===== src/rtl/mean_batch_loader.sv =====
// rtl/mean_batch_loader.sv - fills a DEPTH-entry buffer from a byte stream, launches the mean unit and checks its result
module mean_batch_loader #(
  parameter int WIDTH        = 8,
  parameter int DEPTH        = 32,
  parameter int START_CYCLES = 2,
  parameter int TIMEOUT      = 256
) (
  input  logic             clk,
  input  logic             rst,
  input  logic             in_valid,
  input  logic [WIDTH-1:0] in_data,
  output logic             in_ready,
  output logic [WIDTH-1:0] data_mem [1:DEPTH],
  input  logic             calc_ready,
  input  logic             calc_done,
  input  logic [WIDTH-1:0] calc_mean,
  output logic             start,
  output logic             busy,
  output logic [WIDTH-1:0] mean_out,
  output logic             mean_valid,
  output logic             mismatch,
  output logic             timeout
);

  localparam int LOG2_D = $clog2(DEPTH);
  localparam int SUM_W  = WIDTH + LOG2_D;
  localparam int IDX_W  = $clog2(DEPTH + 1);
  localparam int SC_W   = (START_CYCLES > 1) ? $clog2(START_CYCLES) : 1;
  localparam int TO_W   = $clog2(TIMEOUT + 1);

  localparam logic [1:0] S_FILL      = 2'd0;
  localparam logic [1:0] S_LAUNCH    = 2'd1;
  localparam logic [1:0] S_START     = 2'd2;
  localparam logic [1:0] S_WAIT_DONE = 2'd3;

  logic [1:0]       state;
  logic [IDX_W-1:0] wr_idx;
  logic [SUM_W-1:0] sum;
  logic [SC_W-1:0]  st_cnt;
  logic [TO_W-1:0]  wait_cnt;
  logic [WIDTH-1:0] ref_mean;

  // sum cannot overflow, so the floor mean is just the upper bits
  assign ref_mean = sum[SUM_W-1:LOG2_D];

  assign in_ready = (state == S_FILL) && !rst;
  assign start    = (state == S_START);
  assign busy     = (state != S_FILL);

  always_ff @(posedge clk) begin
    if (rst) begin
      state      <= S_FILL;
      wr_idx     <= IDX_W'(1);
      sum        <= '0;
      st_cnt     <= '0;
      wait_cnt   <= '0;
      mean_out   <= '0;
      mean_valid <= 1'b0;
      mismatch   <= 1'b0;
      timeout    <= 1'b0;
      for (int i = 1; i <= DEPTH; i++) begin
        data_mem[i] <= '0;
      end
    end else begin
      mean_valid <= 1'b0;
      case (state)
        S_FILL: begin
          if (in_valid) begin
            data_mem[wr_idx] <= in_data;
            sum              <= sum + SUM_W'(in_data);
            wr_idx           <= wr_idx + IDX_W'(1);
            if (wr_idx == IDX_W'(DEPTH)) begin
              state <= S_LAUNCH;
            end
          end
        end
        S_LAUNCH: begin
          st_cnt <= '0;
          if (calc_ready) begin
            state <= S_START;
          end
        end
        S_START: begin
          st_cnt <= st_cnt + SC_W'(1);
          if (st_cnt == SC_W'(START_CYCLES - 1)) begin
            state    <= S_WAIT_DONE;
            wait_cnt <= '0;
          end
        end
        S_WAIT_DONE: begin
          wait_cnt <= wait_cnt + TO_W'(1);
          if (calc_done) begin
            mean_out   <= calc_mean;
            mean_valid <= 1'b1;
            mismatch   <= (calc_mean != ref_mean);
            timeout    <= 1'b0;
            state      <= S_FILL;
            wr_idx     <= IDX_W'(1);
            sum        <= '0;
          end else if (wait_cnt == TO_W'(TIMEOUT - 1)) begin
            // no result to compare, so a timeout also retires the previous mismatch
            timeout  <= 1'b1;
            mismatch <= 1'b0;
            state    <= S_FILL;
            wr_idx   <= IDX_W'(1);
            sum      <= '0;
          end
        end
        default: state <= S_FILL;
      endcase
    end
  end

endmodule


===== config.mk =====
export PLATFORM = sky130hd
export DESIGN_NAME = mean_batch_loader
export DESIGN_NICKNAME = d
export VERILOG_FILES = /design/src/rtl/mean_batch_loader.sv
export SDC_FILE = /design/constraint.sdc
export NUM_CORES = 1
export LEC_CHECK = 0
export BUFFER_PORTS_ARGS = -buffer_cell sky130_fd_sc_hd__buf_2
export CORE_MARGIN = 4
export CORE_UTILIZATION = 45
export DETAILED_ROUTE_END_ITERATION = 6
export GPL_TIMING_DRIVEN = 0
export PLACE_DENSITY = 0.69
export SLEW_MARGIN = 20
export SYNTH_ARGS = -nofsm -noshare
export SYNTH_HDL_FRONTEND = slang
export SYNTH_SLANG_ARGS = --single-unit

===== constraint.sdc =====
create_clock -name clk -period 2.9 [get_ports clk]
set_input_delay 0.58 -clock clk [delete_from_list [all_inputs] [get_ports clk]]
set_output_delay 0.58 -clock clk [all_outputs]
set_load 0.1 [all_outputs]

# == Word level (Yosys, flattened, before mapping) ==
# Cells that the tools add are included.
# op_classes
add_sub_neg,4
eq_ne,11
bitwise,2
n_reduce_logical,16
order_cmp,2
n_mux,26
# ops
cell,n
$bwmux 256,1
$demux 8 s6,1
$mux 13,3
$pmux 13 s2,1
$mux 6,3
$pmux 9 s2,1
$add 13x8->13,1
$mux 2,6
$pmux 6 s2,1
$reduce_bool 2->1,5
$add 9x1->9 const B,1
$eq 9x8->1 const B,1
$mux 9,1
$mux 8,1
$ne 8x8->1,1
$pmux 2 s4,1
$reduce_and 2->1,4
$ge 7x7->1 const B,1
$lt 7x1->1 const B,1
$not 6->7,1
$add 6x1->6 const B,1
$eq 6x6->1 const B,1
$mux 1,5
$reduce_and 5->1,1
other kinds (13),17
# totals
inputBits,21
regBits,298
out_inout_bits,270

# == Longest topological paths before layout ==
# depth
ltp_word,6
mapped_depth,10
ltp_nobuf,9

# == Least setup slack after synthesis ==
# OpenSTA, ideal clock, no wires.
# synth_path
path_kind,reg-to-output
start,register state[0]
end,output in_ready
path_slack_ns,-0.173
required_ns,2.320
arrival_time_ns,2.493
stages_incl_launch_ff,5
path_cell_list,dfxtp_1 > inv_1 > ha_1 > inv_1 > nor2_1
# synth_via
elab_chain_cells,2
# synth_lines
element,line,source
"start, declared",36,logic [1:0] state;
"start signal, assigned",52,state <= S_FILL;
"start signal, assigned",73,state <= S_LAUNCH;
"start signal, assigned",80,state <= S_START;
$logic_not 2->1,46,assign in_ready = (state == S_FILL) && !rst;
$logic_and 1x1->1,46,
"end, declared",12,"output logic in_ready,"
# No other way between the ends.

# == Worst setup path in the final report ==
# layout_path
start,input rst
end,output in_ready
# layout_via
elab_chain_cells,2
# layout_lines
element,line,source
"start, declared",9,"input logic rst,"
$logic_not 1->1,46,
$logic_and 1x1->1,46,
# No other way between the ends.

==> metrics.cfg <==
[power_and_ir_drop]
power.static_leakage_nw = 6.21
power_per_cell_area_mw_per_mm2 = 666
worst_ir_drop_vdd_uv = 552

[hold_path]
holdCritPathClass = primary input to flop
hold_path_depth = 3

[synth]
mappedNetlistArea_sq_mm = 0.0118
synthArstFlopShare_pct = 0
synth_area_leaders = dfxtp_1 (51%), mux2i_1 (15%), nor2_1 (6.7%)
number_of_standard_cells_after_synthesis = 1247
netlist.area_leader.share_pct = 50.8
yosys_warnings = 0
synthesis.nets = 1286
syn-mean-instance-area_sq_um = 9.42
ys_ff_latch = 298
netlist.top_cell.by_area = dfxtp_1
synth_enable_flop_cells = 0
synth_top_flop_cell = dfxtp_1
yosys_cell_types = 55
synth-seq-area-share_pct = 50.8

[run_status]
status = completed

[worst_setup_path]
timing.critical_path.arrival_ns = 2.16
timing.critical_path.fanout_max = 10
critPathCaptureType = primary output
worstSetupPathType = primary input to primary output
critPathLaunchType = primary input
ff2ff_path_depth = 8
worst-endpoint-required_ns = 2.32

[die]
initial_core_utilization_pct = 46.1
num_rows = 58
chipHeight_microns = 170
core-area_sq_mm = 0.0255
floorplan.die_area_sq_mm = 0.0288
io-pin-count = 291
die_span_x_microns = 170

[timing]
worst_clock_skew_ns = 0.0101
rsz0062_at_grt = false
max_freq_ghz = 0.364
layout_min_cycle_time_ns = 2.74
post-route-period-util_pct = 94.6
final-hold-violation-count = 0
report.final.slew_viol_count = 0
maxSlewHeadroom_pct = 39.5
setup_total_negative_slack_ns = 0
timing.final.ws_setup_ns = 0.156
finalSetupViolCount = 0
max_slew.worst_pin.slew_ns = 0.908

[drt]
drc_errors = 0
route.antenna.remaining_nets = 0
post_drt_wl_per_cell_microns = 19.3
drt_iter0_markers = 765
dr_total_vias = 10012
avg_vias_per_cell = 5.23
drt_pass1_iterations = 5
wirelength_microns = 37000

[place]
gpl.final_weighted_congestion = 0.865
port_buffers = 289
dpl.cell_count = 1866
dp_hpwl_microns = 26400
pre_cts_ws_ns = -0.603

[clock_tree]
cts.htree.levels = 1
path_clk_slew_ns = 0.06
clock_latency_ns = 0.54
total_cts_buffers = 30
clock-sinks = 298
clockRootBuffer = clkbuf_16
cts.path.max_buffers = 3
postCtsHoldBufs = 0
tritoncts_clock_tree = done

[cells_and_area]
n_diodes = 0
commonest_non_fill_non_tap_cell_in_the_layout = buf_2
final_cells = 1913
nets = 1607
mostFrequentLayoutCells = buf_2 (307), dfxtp_1 (298), nor2_1 (210), mux2i_1 (177), nand2_1 (118)
layout.core_utilization_pct = 57.1
area_growth_syn_to_layout_pct = 23.8
final_layout_size_suffix_gt1_share_pct = 24.8
fill_cells = 2313

[grt]
antenna_violations_before_repair = 0
wire_length_of_the_first_global_routing_pass_microns = 56300
gr_usage_total_pct = 24.5
gr-total-overflow = 0
grt_pass1_vias = 9619
grt_max_degree = 15

[job]
maxCapViolCount = 0

-- stage by stage --
step / hold WS, ns / total power, mW / instance area [sq um]
4_1_cts: 0.278 / 9.74 / 14500
2_1_floorplan: 0.454 / 5.65 / 11800
5_1_grt: 0.275 / 10.1 / 14500
6_report: 0.297 / 9.69 / 14500
3_3_place_gp: 0.441 / 6.01 / 13600
3_5_place_dp: 0.443 / 6.04 / 13600
-- metal layers --
metal	global-route usage, %	share of wire [%]
met5	0	0
met4	4.87	1.9
met1	33.0	44
met2	39.9	45
met3	6.50	9.1
-- cell type report --
type / count / area (sq um) / share of cell area [%]
buffer: 87 / 365 / 2.51
clock buffer: 38 / 832 / 5.72
multi-input combinational: 851 / 5390 / 37.0
timing repair buffer: 289 / 1450 / 9.94
tap: 330 / 413 / 2.84
sequential: 298 / 5970 / 41.0
clock inverter: 9 / 95.1 / 0.654
inverter: 11 / 41.3 / 0.284
-- worst max-delay path, cell delays in order --
cell and delay [ns]:
clkbuf_1 0.36, clkbuf_2 0.43, clkbuf_1 0.43, nor2_2 0.05, buf_2 0.30
-- what timing repair did --
action	CTS	global route
gates resized for setup	2	2
endpoints found under the hold margin	0	0
buffers inserted	0	0
endpoints found under the setup margin	3	2
-- where the power goes --
group	switching (mW)	internal [mW]
sequential	0.0942	4.21
clock	1.56	2.17
combinational	1.22	0.441
total	2.88	6.82
-- synth_stat cells, types with 4 or more instances --
cell type,count
nand3_1,52
nand4_1,7
xnor2_1,12
a211oi_1,4
nand2_1,118
or3_1,6
nor2_1,211
xor2_1,8
nand2_2,4
a22oi_1,4
nand2b_1,4
mux2i_1,177
inv_1,11
nor2b_1,5
nor2_4,10
nor2_8,12
nor3_1,6
dfxtp_1,298
ha_1,17
o21ai_0,44
buf_2,18
and3_1,4
clkbuf_1,66
a21oi_1,105
-- flip-flops by register name, summed over array words and instances, names as in the netlist --
| register | count |
|---|---|
| state | 2 |
| sum | 13 |
| mean_out | 8 |
| data_mem | 256 |
| timeout | 1 |
| wr_idx | 6 |
| mean_valid | 1 |
| wait_cnt | 9 |
| st_cnt | 1 |
| mismatch | 1 |
-- kinds of logic after synthesis --
family                     after synthesis  synth area share (%)
AOI/OAI and AO/OA                      175                  8.17
buffers and inverters                   98                  3.42
adders and majority gates               18                  1.98
DFF                                    298                  50.8
and+or+nand+nor                        459                  18.9
muxes                                  179                  15.3
xor gates and xnor gates                20                  1.49
-- worst paths after layout --
| check | from | slack (ns) | end |
|---|---|---|---|
| setup / recovery | rst | 0.16 | in_ready |
| hold / removal | calc_mean[1] | 0.30 | mean_out[1] |
| setup reg to reg | state[0] | 0.56 | data_mem[4] |
| hold reg to reg | data_mem[68] | 0.45 | data_mem[68] |
No activity file was read; power rests on OpenSTA's default activity.
